--- config.mk ---
export PLATFORM = sky130hd
export DESIGN_NAME = umem_arbiter_flat
export DESIGN_NICKNAME = d
export VERILOG_FILES = /design/src/rtl/umem_arbiter_if.sv /design/src/rtl/umem_arbiter.sv /design/src/flat_wrapper.sv
export SDC_FILE = /design/constraint.sdc
export NUM_CORES = 1
export LEC_CHECK = 0
export CAP_MARGIN = 20
export CORE_AREA = 4 4 137 139
export CTS_CLUSTER_SIZE = 28
export DETAILED_ROUTE_END_ITERATION = 7
export DIE_AREA = 0 0 141 143
export GPL_TIMING_DRIVEN = 0
export PLACE_DENSITY = 0.76
export SLEW_MARGIN = 40
export SYNTH_ARGS = -nofsm -noshare
export SYNTH_HDL_FRONTEND = slang
export SYNTH_SLANG_ARGS = --single-unit
export TNS_END_PERCENT = 50
--- constraint.sdc ---
create_clock -name clk -period 1.6 [get_ports clk]
set_input_delay 0.32 -clock clk [delete_from_list [all_inputs] [get_ports clk]]
set_output_delay 0.32 -clock clk [all_outputs]
set_load 0.005 [all_outputs]
--- src/rtl/umem_arbiter_if.sv ---
// Unified-memory port bundle: request/handshake towards memory and the returned read data.
// The arbiter drives the master side, the memory (or its model) the slave side.
interface umem_arbiter_if #(
  parameter int ADDR_W = 16,
  parameter int DATA_W = 64
);
  logic              u_re;
  logic              u_we;
  logic [ADDR_W-1:0] u_addr;
  logic [DATA_W-1:0] u_wdata;
  logic              u_rdy;
  logic [DATA_W-1:0] u_rdata;

  modport master (
    output u_re,
    output u_we,
    output u_addr,
    output u_wdata,
    input  u_rdy,
    input  u_rdata
  );

  modport slave (
    input  u_re,
    input  u_we,
    input  u_addr,
    input  u_wdata,
    output u_rdy,
    output u_rdata
  );
endinterface

--- src/rtl/umem_arbiter.sv ---
// Shares the unified-memory port between I-cache fills and D-cache evicts/fills, with a watchdog.
// Optional macro UMEM_ARB_STARVE_GUARD_EN caps consecutive D grants while I is waiting.
module umem_arbiter #(
  parameter int ADDR_W       = 16,
  parameter int DATA_W       = 64,
  parameter int TIMEOUT      = 255,
  parameter int MAX_D_STREAK = 4
) (
  input  logic              clk,
  input  logic              rst,
  input  logic              i_req,
  input  logic [ADDR_W-1:0] i_addr,
  input  logic              d_req,
  input  logic              d_wr,
  input  logic [ADDR_W-1:0] d_addr,
  input  logic [DATA_W-1:0] d_wdata,
  umem_arbiter_if.master    mem,
  output logic [DATA_W-1:0] rdata,
  output logic              i_done,
  output logic              d_done,
  output logic              busy,
  output logic              err
);

  localparam int             CNT_W       = (TIMEOUT < 2) ? 1 : $clog2(TIMEOUT + 1);
  localparam logic [CNT_W:0] TIMEOUT_CMP = (CNT_W + 1)'(TIMEOUT);

  if (TIMEOUT < 0 || MAX_D_STREAK < 0) begin : g_bad_param
    $error("umem_arbiter: TIMEOUT and MAX_D_STREAK must be non-negative");
  end

  typedef enum logic [1:0] {
    S_IDLE = 2'd0,
    S_BUSY = 2'd1,
    S_DONE = 2'd2
  } state_t;

  typedef enum logic {
    OWN_I = 1'b0,
    OWN_D = 1'b1
  } owner_t;

  state_t            state_q, state_d;
  owner_t            owner_q, owner_d;
  logic [CNT_W-1:0]  cnt_q, cnt_d;
  logic [CNT_W:0]    cnt_inc;

  logic              re_q, re_d;
  logic              we_q, we_d;
  logic [ADDR_W-1:0] addr_q, addr_d;
  logic [DATA_W-1:0] wdata_q, wdata_d;
  logic [DATA_W-1:0] rdata_d;
  logic              i_done_d, d_done_d, busy_d, err_d;

  logic              grant_i, grant_d;
  logic              finish, timed_out;
  logic              force_i;

`ifdef UMEM_ARB_STARVE_GUARD_EN
  localparam int STREAK_W = (MAX_D_STREAK < 7) ? 3 : $clog2(MAX_D_STREAK + 1);
  logic [STREAK_W-1:0] streak_q, streak_d;

  // I has waited through MAX_D_STREAK D grants: it takes the next slot.
  assign force_i = i_req && (streak_q == STREAK_W'(MAX_D_STREAK));
`else
  assign force_i = 1'b0;
`endif

  assign cnt_inc = {1'b0, cnt_q} + (CNT_W + 1)'(1);

  assign mem.u_re    = re_q;
  assign mem.u_we    = we_q;
  assign mem.u_addr  = addr_q;
  assign mem.u_wdata = wdata_q;

  // NOTE: every signal assigned in an always_comb gets a default first, so no path leaves it
  // unassigned and no latch is inferred.
  always_comb begin : next_state
    state_d   = state_q;
    grant_i   = 1'b0;
    grant_d   = 1'b0;
    finish    = 1'b0;
    timed_out = 1'b0;
    case (state_q)
      S_IDLE: begin
        if (d_req && !force_i) begin
          grant_d = 1'b1;
        end else if (i_req) begin
          grant_i = 1'b1;
        end
        if (grant_i || grant_d) begin
          state_d = S_BUSY;
        end
      end
      S_BUSY: begin
        // A response on the last allowed cycle still wins over the watchdog.
        timed_out = (TIMEOUT != 0) && !mem.u_rdy && (cnt_inc == TIMEOUT_CMP);
        finish    = mem.u_rdy || timed_out;
        if (finish) begin
          state_d = S_DONE;
        end
      end
      S_DONE:  state_d = S_IDLE;
      default: state_d = S_IDLE;
    endcase
  end

  always_comb begin : output_next
    owner_d  = owner_q;
    cnt_d    = cnt_q;
    re_d     = re_q;
    we_d     = we_q;
    addr_d   = addr_q;
    wdata_d  = wdata_q;
    rdata_d  = rdata;
    i_done_d = 1'b0;
    d_done_d = 1'b0;
    err_d    = 1'b0;
`ifdef UMEM_ARB_STARVE_GUARD_EN
    streak_d = streak_q;
`endif
    case (state_q)
      S_IDLE: begin
        if (grant_d) begin
          owner_d = OWN_D;
          cnt_d   = '0;
          re_d    = !d_wr;
          we_d    = d_wr;
          addr_d  = d_addr;
          wdata_d = d_wdata;
        end else if (grant_i) begin
          owner_d = OWN_I;
          cnt_d   = '0;
          re_d    = 1'b1;
          we_d    = 1'b0;
          addr_d  = i_addr;
          wdata_d = '0;
        end
`ifdef UMEM_ARB_STARVE_GUARD_EN
        if (!i_req || grant_i) begin
          streak_d = '0;
        end else if (grant_d) begin
          streak_d = streak_q + STREAK_W'(1);
        end
`endif
      end
      S_BUSY: begin
        cnt_d = cnt_inc[CNT_W-1:0];
        if (finish) begin
          re_d     = 1'b0;
          we_d     = 1'b0;
          i_done_d = (owner_q == OWN_I);
          d_done_d = (owner_q == OWN_D);
          err_d    = timed_out;
          if (mem.u_rdy && re_q) begin
            rdata_d = mem.u_rdata;
          end
        end
      end
      default: ;
    endcase
    busy_d = (state_d != S_IDLE);
  end

  // NOTE: sequential state uses non-blocking assignments so every register samples the values
  // of the previous cycle regardless of statement order.
  always_ff @(posedge clk) begin : state_reg
    if (rst) begin
      state_q <= S_IDLE;
      owner_q <= OWN_I;
      cnt_q   <= '0;
      re_q    <= 1'b0;
      we_q    <= 1'b0;
      addr_q  <= '0;
      wdata_q <= '0;
      rdata   <= '0;
      i_done  <= 1'b0;
      d_done  <= 1'b0;
      busy    <= 1'b0;
      err     <= 1'b0;
`ifdef UMEM_ARB_STARVE_GUARD_EN
      streak_q <= '0;
`endif
    end else begin
      state_q <= state_d;
      owner_q <= owner_d;
      cnt_q   <= cnt_d;
      re_q    <= re_d;
      we_q    <= we_d;
      addr_q  <= addr_d;
      wdata_q <= wdata_d;
      rdata   <= rdata_d;
      i_done  <= i_done_d;
      d_done  <= d_done_d;
      busy    <= busy_d;
      err     <= err_d;
`ifdef UMEM_ARB_STARVE_GUARD_EN
      streak_q <= streak_d;
`endif
    end
  end

endmodule
--- src/flat_wrapper.sv ---
// flat-port wrapper written by rule: the top's interface ports become plain ports
module umem_arbiter_flat 
#(
  parameter int ADDR_W       = 16,
  parameter int DATA_W       = 64,
  parameter int TIMEOUT      = 255,
  parameter int MAX_D_STREAK = 4
)
  (clk, rst, i_req, i_addr, d_req, d_wr, d_addr, d_wdata, rdata, i_done, d_done, busy, err, mem_u_re, mem_u_we, mem_u_addr, mem_u_wdata, mem_u_rdy, mem_u_rdata);
  umem_arbiter_if #(.ADDR_W(ADDR_W), .DATA_W(DATA_W)) mem_i ();
  input  logic clk;
  input  logic rst;
  input  logic i_req;
  input  logic [ADDR_W-1:0] i_addr;
  input  logic d_req;
  input  logic d_wr;
  input  logic [ADDR_W-1:0] d_addr;
  input  logic [DATA_W-1:0] d_wdata;
  output logic [DATA_W-1:0] rdata;
  output logic i_done;
  output logic d_done;
  output logic busy;
  output logic err;
  output wire logic [$bits(mem_i.u_re)-1:0] mem_u_re;
  output wire logic [$bits(mem_i.u_we)-1:0] mem_u_we;
  output wire logic [$bits(mem_i.u_addr)-1:0] mem_u_addr;
  output wire logic [$bits(mem_i.u_wdata)-1:0] mem_u_wdata;
  input wire logic [$bits(mem_i.u_rdy)-1:0] mem_u_rdy;
  input wire logic [$bits(mem_i.u_rdata)-1:0] mem_u_rdata;
  assign mem_u_re = mem_i.u_re;
  assign mem_u_we = mem_i.u_we;
  assign mem_u_addr = mem_i.u_addr;
  assign mem_u_wdata = mem_i.u_wdata;
  assign mem_i.u_rdy = mem_u_rdy;
  assign mem_i.u_rdata = mem_u_rdata;
  umem_arbiter #(.ADDR_W(ADDR_W), .DATA_W(DATA_W), .TIMEOUT(TIMEOUT), .MAX_D_STREAK(MAX_D_STREAK)) u_core (.clk(clk), .rst(rst), .i_req(i_req), .i_addr(i_addr), .d_req(d_req), .d_wr(d_wr), .d_addr(d_addr), .d_wdata(d_wdata), .mem(mem_i), .rdata(rdata), .i_done(i_done), .d_done(d_done), .busy(busy), .err(err));
endmodule
# Yosys cells after proc, flatten, opt, wreduce, memory -nomap -nowiden
# Index checks and enable logic that the tools add are counted.
dict set report word_totals {
  input_bits 166
  register_bits 161
  wordCells 61
  out_inout_bits 150
}
dict set report classes {
  muxes 26
  reduce_logical 15
  add_sub_neg 1
  bitwise_logic 3
  n_eq_ne 4
}
# cell count
set ops {}
lappend ops {{$mux W64} 2}
lappend ops {{$mux W16} 2}
lappend ops {{$mux W8} 2}
lappend ops {{$pmux W8 S2} 1}
lappend ops {{$mux W1} 14}
lappend ops {{$add A8 B1 Y9 const B} 1}
lappend ops {{$eq A9 B8 Y1 const B} 1}
lappend ops {{$reduce_and A3 Y1} 2}
lappend ops {{$reduce_bool A2 Y1} 3}
lappend ops {{$mux W2} 2}
lappend ops {{$pmux W1 S2} 2}
lappend ops {{$pmux W2 S2} 1}
lappend ops {{$reduce_and A2 Y1} 2}
lappend ops {{$ne A3 B1 Y1 const B} 1}
lappend ops {{$not A1 Y1} 3}
lappend ops {{$reduce_or A3 Y1} 1}
lappend ops {{$eq A2 B1 Y1 const B} 1}
lappend ops {{$logic_and A1 B1 Y1} 2}
lappend ops {{$logic_not A1 Y1} 2}
lappend ops {{$logic_not A2 Y1} 1}
lappend ops {{$logic_or A1 B1 Y1} 2}
lappend ops {{$ne A2 B1 Y1 const B} 1}

# Longest topological paths before layout
# Gate-level depths: netlist of run 1.
dict set report logic_depth {
  depth_word 7
  depth_mapped 7
}

# Least setup slack after synthesis of run 1
# Ideal clock, no wire load.
dict set report synth_path {
  path_type {register -> register}
  startpoint {reg u_core.cnt_q[1]}
  endpoint {reg u_core.d_done}
  stages_incl_launch_ff 6
  synth_period_minus_slack_ps 1569
  arrival_ps 1453
  n_path_buf 0
  t_required_ps 1485
  setup_slack_ps 31
  path_cell_list {dfxtp_1 -> ha_1 -> nand3_1 -> o21a_1 -> o311a_4 -> and3_1}
}
dict set report synth_via {
  elab_chain_cells 7
}
# item line
set synth_rtl {}
lappend synth_rtl {{from (decl)} umem_arbiter.sv:45} ;# logic [CNT_W-1:0] cnt_q, cnt_d;
lappend synth_rtl {{from (signal assigned)} umem_arbiter.sv:187} ;# cnt_q <= cnt_d;
lappend synth_rtl {{$add A8 B1 Y9} umem_arbiter.sv:69} ;# assign cnt_inc = {1'b0, cnt_q} + (CNT_W + 1)'(1);
lappend synth_rtl {{$eq A9 B8 Y1} umem_arbiter.sv:97} ;# timed_out = (TIMEOUT != 0) && !mem.u_rdy && (cnt_inc == TIMEOUT_CMP);
lappend synth_rtl {{$logic_and A1 B1 Y1} umem_arbiter.sv:97}
lappend synth_rtl {{$logic_or A1 B1 Y1} umem_arbiter.sv:98} ;# finish = mem.u_rdy || timed_out;
lappend synth_rtl {{$mux W1} umem_arbiter.sv:84} ;# case (state_q)
lappend synth_rtl {{$not A1 Y1 (no source line)} n/a}
lappend synth_rtl {{$reduce_or A3 Y1 (no source line)} n/a}
lappend synth_rtl {{to (signal assigned)} umem_arbiter.sv:194} ;# d_done <= d_done_d;
lappend synth_rtl {{to (decl)} umem_arbiter.sv:20} ;# output logic d_done,
# Every way passes these cells.
# A chain may end at the register's enable or synchronous reset.

# Worst setup path after layout of run 1
dict set report layout_path {
  startpoint {reg u_core.rdata[22]}
  endpoint {out rdata[22]}
}
# item line
set layout_rtl {}
lappend layout_rtl {{from (decl)} umem_arbiter.sv:18} ;# output logic [DATA_W-1:0] rdata,
lappend layout_rtl {{from (signal assigned)} umem_arbiter.sv:192} ;# rdata <= rdata_d;
lappend layout_rtl {{to (decl)} flat_wrapper.sv:19} ;# output logic [DATA_W-1:0] rdata;
# No word-level cell between the ends.

==> reports/metrics.cfg, run 1 <==
[critical_path]
startpoint_type=flop
worst_path_max_delay_cell=sky130_fd_sc_hd__clkdlybuf4s50_1
critical_path.cell_chain=clkdlybuf4s50_1
setup.worst_path.end_class=output port
critical_path.max_stage_delay_ns=0.49
path_max_fanout=2
worst-path-buf-inv=1
timing.critical_path.max_delay_family=buffers and inverters
timing.critical_path.arrival_ns=1.23
timing.setup.critical_path_class=flop to output port
worst_ep_required_time_ns=1.28

[synthesis]
synth_compound_gate_area_share=0.231
synth.mux.area_fraction=0.00160
synth_ff_type=sky130_fd_sc_hd__dfxtp_1
synth_commonest_cells=sky130_fd_sc_hd__dfxtp_1, sky130_fd_sc_hd__nand2_1, sky130_fd_sc_hd__nor2_1
mappedNetlistNets=830
biggest_area_consumer_among_synthesized_cells=sky130_fd_sc_hd__dfxtp_1
yosysSeqAreaShare=0.516
syn-cell-area_sq_um=6240
synth_adder_area_share=0.00401
synth.most_common_cell=sky130_fd_sc_hd__dfxtp_1
synthesis.area_per_instance_sq_um=9.43
synthesis.yosys.warnings=0
synth_top_family_by_area=compound AO/OA/AOI/OAI gates
post_synth_and_or_nand_nor_area_fraction=0.187
netlist.area_leader.share=0.516
synth_edf_count=0
async_reset_ff_frac=0
synth_seq_cells=161
synth-xor-area-share=0.00281
synthDistinctLibCells=48
syn-instance-count=662
ranking_of_synthesized_cells_by_area=sky130_fd_sc_hd__dfxtp_1, sky130_fd_sc_hd__a21oi_2, sky130_fd_sc_hd__a22oi_1

[sta]
fin_skew_ns=0.00683
finalMaxSlewViolations=0
finalHoldViolations=0
worst-slew-pin-transition_ns=0.798
grt_setup_unrepaired=yes
finalCriticalPeriod_ns=1.55
finalSetupViolations=0
fin_ws_ns=0.0465
finalCritPeriodShare=0.971
finalHoldWorstSlack_ns=0.450
worst_slew_margin_rel=0.468
max_freq_ghz=0.644

[cts]
cts-buffers-inserted=17
clk_transition_reported_paths_ns=0.07
numClockSinks=161
cts_tree=done
max-clock-path-buffers=2
clock-root-buffer=sky130_fd_sc_hd__clkbuf_16
clock_latency_ns=0.42
htree_levels=4

[routing]
first_pass_iters=4
viasPerCell=4.86
drt-wirelength-per-cell_microns=17.1
final_antenna_net_count=0
detail_route.wirelength_mm=21.2
num_vias=6028
drt_drc_violations_left=0
drt_first_iter_violations=195

[global_route]
groute.usage.overall=0.204
grt-ovfl-total=0
grt_util_met3=0.0737
grt.busiest_layer=met2
met2_usage=0.352
via_count_of_the_first_global_routing_pass=6220
grtUsageMet1=0.230
first_pass_grt_wire_length_mm=32.7
grt_max_degree=18
initial_antenna_violation_count=0

[floorplan]
die_x_microns=141
coreArea_sq_um=17700
floorplan.die.height_microns=143
floorplan.die_area_sq_um=20200
fp-row-count=49
start_util=0.354
num_io_pins=316

[placement]
routabilityCongestion=0.814
portBuffers=314
place.detailed.hpwl_mm=16.1
preCtsSetupSlack_ns=-0.578

[status]
outcome=finished clean

[cells_and_area]
antenna_cells=0
final_core_utilization=0.589
drive_gt1_frac=0.234
area_growth_syn_to_layout_pct=66.6
num-nets-final=1166

[pwr]
total_power_uw=10500
power_leakage_uw=0.00475
vdd_drop_max_uv=691
power.density_nw_per_um2=1010

[worst_hold_path]
holdCritPathClass=input pin to flop

[job]
maxCapViolations=0

## per-layer routing
| metal | wire length [microns] | up-vias |
|---|---|---|
| met1 | 8530 | 2788 |
| li1 | - | 2955 |
| met2 | 10200 | 252 |
| met3 | 1910 | 33 |
| met5 | 0 | - |
| met4 | 580 | 0 |
## timing repair
action / 4_1_cts / 5_1_grt
hold buffers: 0 / 0
pin swaps: 2 / 2
setup buffers: 0 / 4
resized for setup: 130 / 77
setup endpoints to repair: 227 / 192
## placed cells by master (no fill, tap or decap), types with 8 or more instances in the layout
| cell type | count |
|---|---|
| sky130_fd_sc_hd__buf_1 | 8 |
| sky130_fd_sc_hd__buf_2 | 11 |
| sky130_fd_sc_hd__a21oi_2 | 60 |
| sky130_fd_sc_hd__o221ai_1 | 16 |
| sky130_fd_sc_hd__clkdlybuf4s50_1 | 173 |
| sky130_fd_sc_hd__nand2_1 | 90 |
| sky130_fd_sc_hd__nand2_2 | 60 |
| sky130_fd_sc_hd__buf_4 | 8 |
| sky130_fd_sc_hd__dfxtp_2 | 29 |
| sky130_fd_sc_hd__clkbuf_2 | 10 |
| sky130_fd_sc_hd__clkbuf_1 | 8 |
| sky130_fd_sc_hd__a21oi_1 | 30 |
| sky130_fd_sc_hd__dlygate4sd2_1 | 102 |
| sky130_fd_sc_hd__dlymetal6s2s_1 | 39 |
| sky130_fd_sc_hd__nor2_1 | 73 |
| sky130_fd_sc_hd__dfxtp_1 | 131 |
| sky130_fd_sc_hd__clkbuf_16 | 17 |
| sky130_fd_sc_hd__a22oi_1 | 64 |
## sequential cells by signal (all words and copies together), names as in the netlist
signal and cells:
u_core.mem.u_wdata 64, u_core.cnt_q 8, u_core.mem.u_re 1, u_core.owner_q 1
u_core.busy 1, u_core.mem.u_addr 16, u_core.mem.u_we 1, u_core.rdata 64
u_core.i_done 1, u_core.state_q 2, u_core.d_done 1, u_core.err 1
## area by class of cell
type / instances / area [sq um]
timing repair buffer: 318 / 3140
inverter: 4 / 15.0
fill: 1601 / 7250
multi-input combinational: 444 / 2710
tap: 229 / 287
clock inverter: 15 / 190
sequential: 161 / 3260
clock buffer: 17 / 425
buffer: 52 / 369
## kinds of logic after synthesis
group	Yosys count
compound gates	188
xor+xnor	2
fa+ha+maj	2
buf+inv	57
flops	161
mux	1
simple gates	251
## final timing paths
kind	end	slack, ns	start	cells after the start
hold reg to reg	u_core.mem.u_addr[7]	0.45	u_core.mem.u_addr[7]	2
setup reg to reg	u_core.d_done	0.07	u_core.cnt_q[1]	5
setup / recovery	rdata[22]	0.05	u_core.rdata[22]	1
hold / removal	u_core.mem.u_re	0.45	rst	4
## power by group
part	switching [uW]	internal, uW	total, uW
registers	136	4260	4400
clock network	1850	2390	4240
logic	905	1000	1910
total	2900	7650	10500
## stage by stage
step	TNS [ns]	instances	area, sq um
finish	0	1240	10400
global route	-0.111	1240	10400
CTS	0	1237	10200
detailed placement	-60.68	1205	9670
global placement	-56.37	1205	9670
floorplan	0	662	6240
Note: power is estimated with default switching activity, not from simulation.
==> run 2: changes to the inputs <==
--- a/config.mk
+++ b/config.mk
@@ -5,13 +5,15 @@
 export SDC_FILE = /design/constraint.sdc
 export NUM_CORES = 1
 export LEC_CHECK = 0
+export ABC_AREA = 1
 export CAP_MARGIN = 20
-export CORE_AREA = 4 4 137 139
+export CORE_AREA = 4 4 135 137
+export CTS_BUF_LIST = sky130_fd_sc_hd__clkbuf_16
 export CTS_CLUSTER_SIZE = 28
 export DETAILED_ROUTE_END_ITERATION = 7
-export DIE_AREA = 0 0 141 143
+export DIE_AREA = 0 0 139 141
 export GPL_TIMING_DRIVEN = 0
-export PLACE_DENSITY = 0.76
+export PLACE_DENSITY = 0.75
 export SLEW_MARGIN = 40
 export SYNTH_ARGS = -nofsm -noshare
 export SYNTH_HDL_FRONTEND = slang
==> run 2 against run 1 <==
Net effect:
- critical path depth is the same
- hold slack got worse by 0.0060 ns
- maximum frequency down 1.2%
- setup slack got worse by 0.019 ns
- die area is 2.8% lower
- sequential power decreased by 1%
- cell area fell by 3.9%
- cell count rose by 5.9%
- synthesized area decreased by 6.1%
- count of clock-buffer cells in the layout is the same
- via count rose by 1.7%
- global-route usage shrank 0.82 points
- largest power group unchanged
==> reports/metrics.cfg, run 2 <==
[cells_and_area]
drive_gt1_frac=0.104  ; -0.131
num-nets-final=1243  ; +6.6%
area_growth_syn_to_layout_pct=70.5
leading_cell_type_in_the_layout_fill_and_taps_excluded=sky130_fd_sc_hd__clkdlybuf4s50_1
layout.cells.non_filler=1313  ; +5.9%
antenna_cells=0  ; unchanged
sequential_cell_area_sq_um=3250  ; -0.31%
multi_input_logic_area_sq_um=2320  ; -14%
final_cell_area_sq_um=9990  ; -3.9%
fill_cells=1569  ; -2.0%
mostFrequentLayoutCells=sky130_fd_sc_hd__clkdlybuf4s50_1, sky130_fd_sc_hd__nand2_1, sky130_fd_sc_hd__dfxtp_1, sky130_fd_sc_hd__nor2_1, sky130_fd_sc_hd__dlygate4sd2_1

[routing]
num_vias=6129  ; +1.7%
viasPerCell=4.67  ; -4.0%
drt_first_iter_violations=234  ; +20%
first_pass_iters=7  ; +3
final_antenna_net_count=0  ; unchanged
detail_route.wirelength_mm=20.1  ; -5.2%
drt-wirelength-per-cell_microns=15.3  ; -10%
drt_drc_violations_left=0  ; unchanged

[sta]
finalSetupViolations=0  ; unchanged
finalMaxSlewViolations=0  ; unchanged
grt_setup_unrepaired=no
finalHoldWorstSlack_ns=0.444  ; -0.00599 ns
worst_slew_margin_rel=0.657  ; +0.189
fin_skew_ns=0.00850  ; +0.00167 ns
finalCritPeriodShare=0.983  ; +0.0116
worst-slew-pin-transition_ns=0.514  ; -0.283 ns
finalHoldViolations=0  ; unchanged
finalCriticalPeriod_ns=1.57  ; +0.0186 ns
max_freq_ghz=0.636  ; -1.2%

[cts]
htree_levels=4  ; unchanged
numClockSinks=161  ; unchanged
holdBufCountCts=0  ; unchanged
clock-root-buffer=sky130_fd_sc_hd__clkbuf_16
cts_tree=done
clk_transition_reported_paths_ns=0.06  ; about the same
clock_latency_ns=0.42  ; about the same
cts-buffers-inserted=17  ; unchanged
max-clock-path-buffers=2  ; unchanged

[critical_path]
worst_r2r_endpoint=u_core.rdata[26]
r2r_startpoint=u_core.state_q[0]
worst-r2r-setup-slack_ns=0.11  ; +0.04 ns
path_max_fanout=2  ; unchanged
startpoint_type=flop
worst_setup_path_startpoint=u_core.mem.u_addr[6]
cp.depth=1  ; unchanged
worst_ep_required_time_ns=1.28  ; about the same
timing.critical_path.max_delay_family=buffers and inverters
worst_reg2reg_path_length_in_cells=7  ; +2
timing.setup.critical_path_class=flop to output port
worst-path-buf-inv=1  ; unchanged
critical_path.max_stage_delay_ns=0.51  ; +0.02 ns
timing.critical_path.arrival_ns=1.25  ; +0.02 ns
worstSetupEndpoint=mem_u_addr[6]
worst_path_max_delay_cell=sky130_fd_sc_hd__clkdlybuf4s50_1
critical_path.cell_chain=clkdlybuf4s50_1
setup.worst_path.end_class=output port

[pwr]
vdd_drop_max_uv=687  ; -0.66%
power.density_nw_per_um2=1010  ; about the same
power_leakage_uw=0.00476  ; +0.30%

[synthesis]
netlist.area_leader.share=0.550  ; +0.0336
mappedNetlistNets=904  ; +8.9%
async_reset_ff_frac=0  ; unchanged
synth_seq_cells=161  ; unchanged
synthesis.yosys.warnings=0  ; unchanged
synth.most_common_cell=sky130_fd_sc_hd__dfxtp_1
synth_ff_type=sky130_fd_sc_hd__dfxtp_1
syn-instance-count=736  ; +11%
synthesis.area_per_instance_sq_um=7.96  ; -16%
yosysSeqAreaShare=0.550  ; +0.0336
biggest_area_consumer_among_synthesized_cells=sky130_fd_sc_hd__dfxtp_1
ranking_of_synthesized_cells_by_area=sky130_fd_sc_hd__dfxtp_1, sky130_fd_sc_hd__nand2_1, sky130_fd_sc_hd__nor2_1
synthDistinctLibCells=27  ; -44%
syn-cell-area_sq_um=5860  ; -6.1%
synth_commonest_cells=sky130_fd_sc_hd__dfxtp_1, sky130_fd_sc_hd__nand2_1, sky130_fd_sc_hd__nor2_1
synth_edf_count=0  ; unchanged

[placement]
routabilityCongestion=0.881  ; +8.3%
portBuffers=315  ; +0.32%
place_area_sq_um=9300  ; -3.9%
place.detailed.hpwl_mm=15.2  ; -5.6%
dpl.cell_count=1276  ; +5.9%

[global_route]
grt-ovfl-total=0  ; unchanged
grt_max_degree=17  ; -1
via_count_of_the_first_global_routing_pass=5819  ; -6.4%
initial_antenna_violation_count=0  ; unchanged
first_pass_grt_wire_length_mm=30.7  ; -6.1%
groute.usage.overall=0.196  ; -0.00819

[worst_hold_path]
hold_path_depth=1  ; -3
holdCritPathClass=flop to flop

[floorplan]
floorplan.die.height_microns=141  ; -1.4%
coreArea_sq_um=17100  ; -3.4%
die_x_microns=139  ; -1.4%
start_util=0.344  ; -0.00993
fp-row-count=48  ; -2.0%
floorplan.die_area_sq_um=19600  ; -2.8%
num_io_pins=316  ; unchanged

[status]
outcome=finished clean

[job]
maxCapViolations=0  ; unchanged

[run 2: cell types whose count changed after synthesis, moves of 16 or more]
cell / change
sky130_fd_sc_hd__a22oi_1: -64
sky130_fd_sc_hd__nand2_1: +64
sky130_fd_sc_hd__nor2_1: +62
sky130_fd_sc_hd__o21ai_1: +59
sky130_fd_sc_hd__a21oi_2: -58
sky130_fd_sc_hd__a21oi_1: +57
sky130_fd_sc_hd__nand2_2: -56
sky130_fd_sc_hd__o21ai_0: +17
sky130_fd_sc_hd__o221ai_1: -16
sky130_fd_sc_hd__o22ai_1: +16
[run 2: area by class of cell]
type,count,area share
Tap cell,225,0.0282
Multi-Input combinational cell,509,0.233
Sequential cell,161,0.326
Clock buffer,17,0.0426
Timing Repair Buffer,320,0.316
Inverter,18,0.00689
Clock inverter,15,0.0194
Buffer,48,0.0285
[run 2: power breakdown]
group / leakage [uW] / internal, uW / switching [uW]
combinational: 0.00313 / 830 / 673
sequential: 0.00132 / 4230 / 106
clock: 0.000311 / 2610 / 1680
total: 0.00476 / 7670 / 2460
[run 2: how the worst min path moves through the flow]
| stage | start | slack [ns] | to |
|---|---|---|---|
| after floorplan | mem_u_rdy | 0.40 | u_core.err |
| after global placement | u_core.owner_q | 0.43 | u_core.i_done |
| after detailed placement | u_core.owner_q | 0.44 | u_core.i_done |
| after CTS | d_wdata[0] | 0.43 | u_core.mem.u_wdata[0] |
| after global routing | d_wdata[49] | 0.44 | u_core.mem.u_wdata[49] |
| final | u_core.owner_q | 0.44 | u_core.i_done |
[run 2: cells by family after synthesis]
logic type      after synthesis  synth area share
flops                       161             0.550
fa+ha+maj                     2           0.00427
simple gates                315             0.215
compound gates              192             0.171
buf+inv                      66            0.0594
[run 2: repair_timing]
item / CTS / global route
setup buffers: 0 / 5
pin swaps: 0 / 6
setup endpoints to repair: 130 / 67
gates cloned: 0 / 0
gates resized for setup: 107 / 68
[run 2: layer usage]
layer | global-route usage | vias up | part of all wire
met5 | 0 | - | 0
met4 | 0.0757 | 0 | 0.022
met3 | 0.0658 | 36 | 0.087
met2 | 0.332 | 274 | 0.48
met1 | 0.229 | 2738 | 0.41
li1 | - | 3081 | -
[run 2: metrics by stage]
stage | utilization | TNS [ns] | power, uW | worst slack [ns]
after floorplan | - | 0 | 5000 | 0.180
after global placement | 0.545 | -51.86 | 6010 | -0.556
after detailed placement | 0.545 | -56.42 | 6030 | -0.586
after CTS | 0.575 | 0 | 10200 | 0.000627
after global routing | 0.586 | 0 | 10500 | 0.00254
final | 0.586 | 0 | 10100 | 0.0279
==> run 3: changes to the inputs <==
--- a/config.mk
+++ b/config.mk
@@ -7,13 +7,14 @@
 export LEC_CHECK = 0
 export ABC_AREA = 1
 export CAP_MARGIN = 20
-export CORE_AREA = 4 4 135 137
+export CORE_AREA = 2 2 133 135
 export CTS_BUF_LIST = sky130_fd_sc_hd__clkbuf_16
 export CTS_CLUSTER_SIZE = 28
 export DETAILED_ROUTE_END_ITERATION = 7
-export DIE_AREA = 0 0 139 141
+export DIE_AREA = 0 0 135 137
 export GPL_TIMING_DRIVEN = 0
 export PLACE_DENSITY = 0.75
+export SKIP_CTS_REPAIR_TIMING = 1
 export SLEW_MARGIN = 40
 export SYNTH_ARGS = -nofsm -noshare
 export SYNTH_HDL_FRONTEND = slang
==> run 3 against run 2 <==
Net effect:
- cell area increased by 2.7%
- clock skew increased by 0.00072 ns
- utilization increased by 1.6 points
- via count about the same
- critical path depth unchanged
- wire length increased by 2.6%
- highest routed layer unchanged
- sequential power about the same
- hold slack got worse by 0.0062 ns
- largest cell class unchanged
- count of clock-buffer cells in the layout unchanged
==> reports/metrics.cfg, run 3 (synthesis gave the netlist of run 2 again) <==
[cells_and_area]
drive_gt1_frac=0.0984  ; -0.00542
area_growth_syn_to_layout_pct=75.1
mostFrequentLayoutCells=sky130_fd_sc_hd__clkdlybuf4s50_1, sky130_fd_sc_hd__nand2_1, sky130_fd_sc_hd__dfxtp_1, sky130_fd_sc_hd__nor2_1, sky130_fd_sc_hd__dlymetal6s2s_1
fill_cells=1537  ; -2.0%
antenna_cells=0  ; unchanged
layout.cells.non_filler=1312  ; -0.076%
num-nets-final=1242  ; -0.080%
leading_cell_type_in_the_layout_fill_and_taps_excluded=sky130_fd_sc_hd__clkdlybuf4s50_1

[pwr]
total_switching_power_uw=2510  ; +2.1%
sw_frac_of_total=0.252  ; +0.00961
power.density_nw_per_um2=969  ; -4.4%
power_frac_comb=0.158  ; +0.010
cellInternalPower_uw=7440  ; -3.0%
power_leakage_uw=0.00574  ; +20%
vdd_drop_max_uv=708  ; +3.2%
pwr-share-seq=0.436  ; +0.008
share_clk_of_total_power=0.406  ; -0.017

[critical_path]
critical_path.cell_chain=clkdlybuf4s50_1
path_max_fanout=2  ; unchanged
worst_path_max_delay_cell=sky130_fd_sc_hd__clkdlybuf4s50_1
timing.critical_path.arrival_ns=1.26  ; about the same
setup.worst_path.end_class=output port
worst-path-buf-inv=1  ; unchanged
worst_ep_required_time_ns=1.28  ; about the same
critical_path.max_stage_delay_ns=0.51  ; about the same
timing.critical_path.max_delay_family=buffers and inverters
startpoint_type=flop
timing.setup.critical_path_class=flop to output port

[sta]
finalCritPeriodShare=0.987  ; +0.00397
worst_slew_margin_rel=0.656  ; -0.00118
fin_ws_ns=0.0215  ; -0.00635 ns
finalSetupViolations=0  ; unchanged
max_freq_ghz=0.634  ; -0.40%
worst-slew-pin-transition_ns=0.516  ; +0.00177 ns
finalHoldViolations=0  ; unchanged
finalCriticalPeriod_ns=1.58  ; +0.00635 ns
fin_skew_ns=0.00922  ; +0.000721 ns
finalMaxSlewViolations=0  ; unchanged

[routing]
viasPerCell=4.68  ; +0.16%
first_pass_iters=5  ; -2
drt-wirelength-per-cell_microns=15.7  ; +2.7%
drt_drc_violations_left=0  ; unchanged
final_antenna_net_count=0  ; unchanged
detail_route.wirelength_mm=20.6  ; +2.6%
drt_first_iter_violations=216  ; -7.7%
num_vias=6134  ; +0.082%

[floorplan]
fp-row-count=48  ; unchanged
start_util=0.344  ; unchanged
coreArea_sq_um=17100  ; unchanged
num_io_pins=316  ; unchanged
floorplan.die_area_sq_um=18500  ; -5.6%
die_x_microns=135  ; -2.9%
floorplan.die.height_microns=137  ; -2.8%

[worst_hold_path]
holdCritPathClass=flop to flop

[placement]
portBuffers=315  ; unchanged
place.detailed.hpwl_mm=15.3  ; +0.67%
preCtsSetupSlack_ns=-0.487  ; +0.0986 ns
routabilityCongestion=0.836  ; -5.1%
dpl.cell_count=1276  ; unchanged

[cts]
max-clock-path-buffers=2  ; unchanged
clk_transition_reported_paths_ns=0.07  ; about the same
cts_tree=done
numClockSinks=161  ; unchanged
clock_latency_ns=0.42  ; about the same
clock-root-buffer=sky130_fd_sc_hd__clkbuf_16
htree_levels=4  ; unchanged
cts-buffers-inserted=17  ; unchanged

[global_route]
grt_max_degree=17  ; unchanged
groute.usage.overall=0.211  ; +0.0153
via_count_of_the_first_global_routing_pass=5827  ; +0.14%
grt-ovfl-total=0  ; unchanged
initial_antenna_violation_count=0  ; unchanged
first_pass_grt_wire_length_mm=30.2  ; -1.6%

[job]
maxCapViolations=0  ; unchanged

[status]
outcome=finished clean

run 3: cell type report:
cell class	count	area [sq um]	share of cell area
sequential	161	3240	0.316
timing repair buffer	318	3480	0.339
multi-input combinational	509	2310	0.225
inverter	18	71.3	0.00695
clock inverter	15	158	0.0154
tap	225	282	0.0274
timing repair inverter	1	5.00	0.000488
clock buffer	17	425	0.0415
buffer	48	290	0.0283
run 3: metrics by stage:
step | hold slack (ns) | cell area, sq um | power [uW] | util | setup TNS [ns]
floorplan | 0.398 | 5860 | 5000 | - | 0
global placement | 0.421 | 9300 | 6010 | 0.545 | -49.98
detailed placement | 0.432 | 9300 | 6030 | 0.545 | -52.56
CTS | 0.440 | 9880 | 10100 | 0.579 | -1.58
global route | 0.459 | 10300 | 10400 | 0.602 | -0.0199
finish | 0.437 | 10300 | 9940 | 0.602 | 0
run 3: worst paths after layout:
kind	to	slack [ns]	cells past startpoint	startpoint
min	u_core.i_done	0.44	1	u_core.owner_q
max	rdata[42]	0.02	1	u_core.rdata[42]
max reg2reg	u_core.rdata[57]	0.10	7	u_core.state_q[0]
min reg2reg	u_core.i_done	0.44	1	u_core.owner_q
run 3: power by group through the flow:
stage / Combinational, uW / Sequential, uW / Clock [uW]
floorplan: 555 / 4440 / 0
global placement: 1590 / 4420 / 0
detailed placement: 1600 / 4430 / 0
CTS: 1610 / 4340 / 4110
global route: 1720 / 4360 / 4270
finish: 1570 / 4340 / 4040
run 3: per-layer routing:
layer | track usage | wire (microns) | vias up
met2 | 0.364 | 10100 | 225
met1 | 0.244 | 8270 | 2802
met3 | 0.0652 | 1780 | 29
met5 | 0 | 0 | -
li1 | - | - | 3078
met4 | 0.0851 | 475 | 0
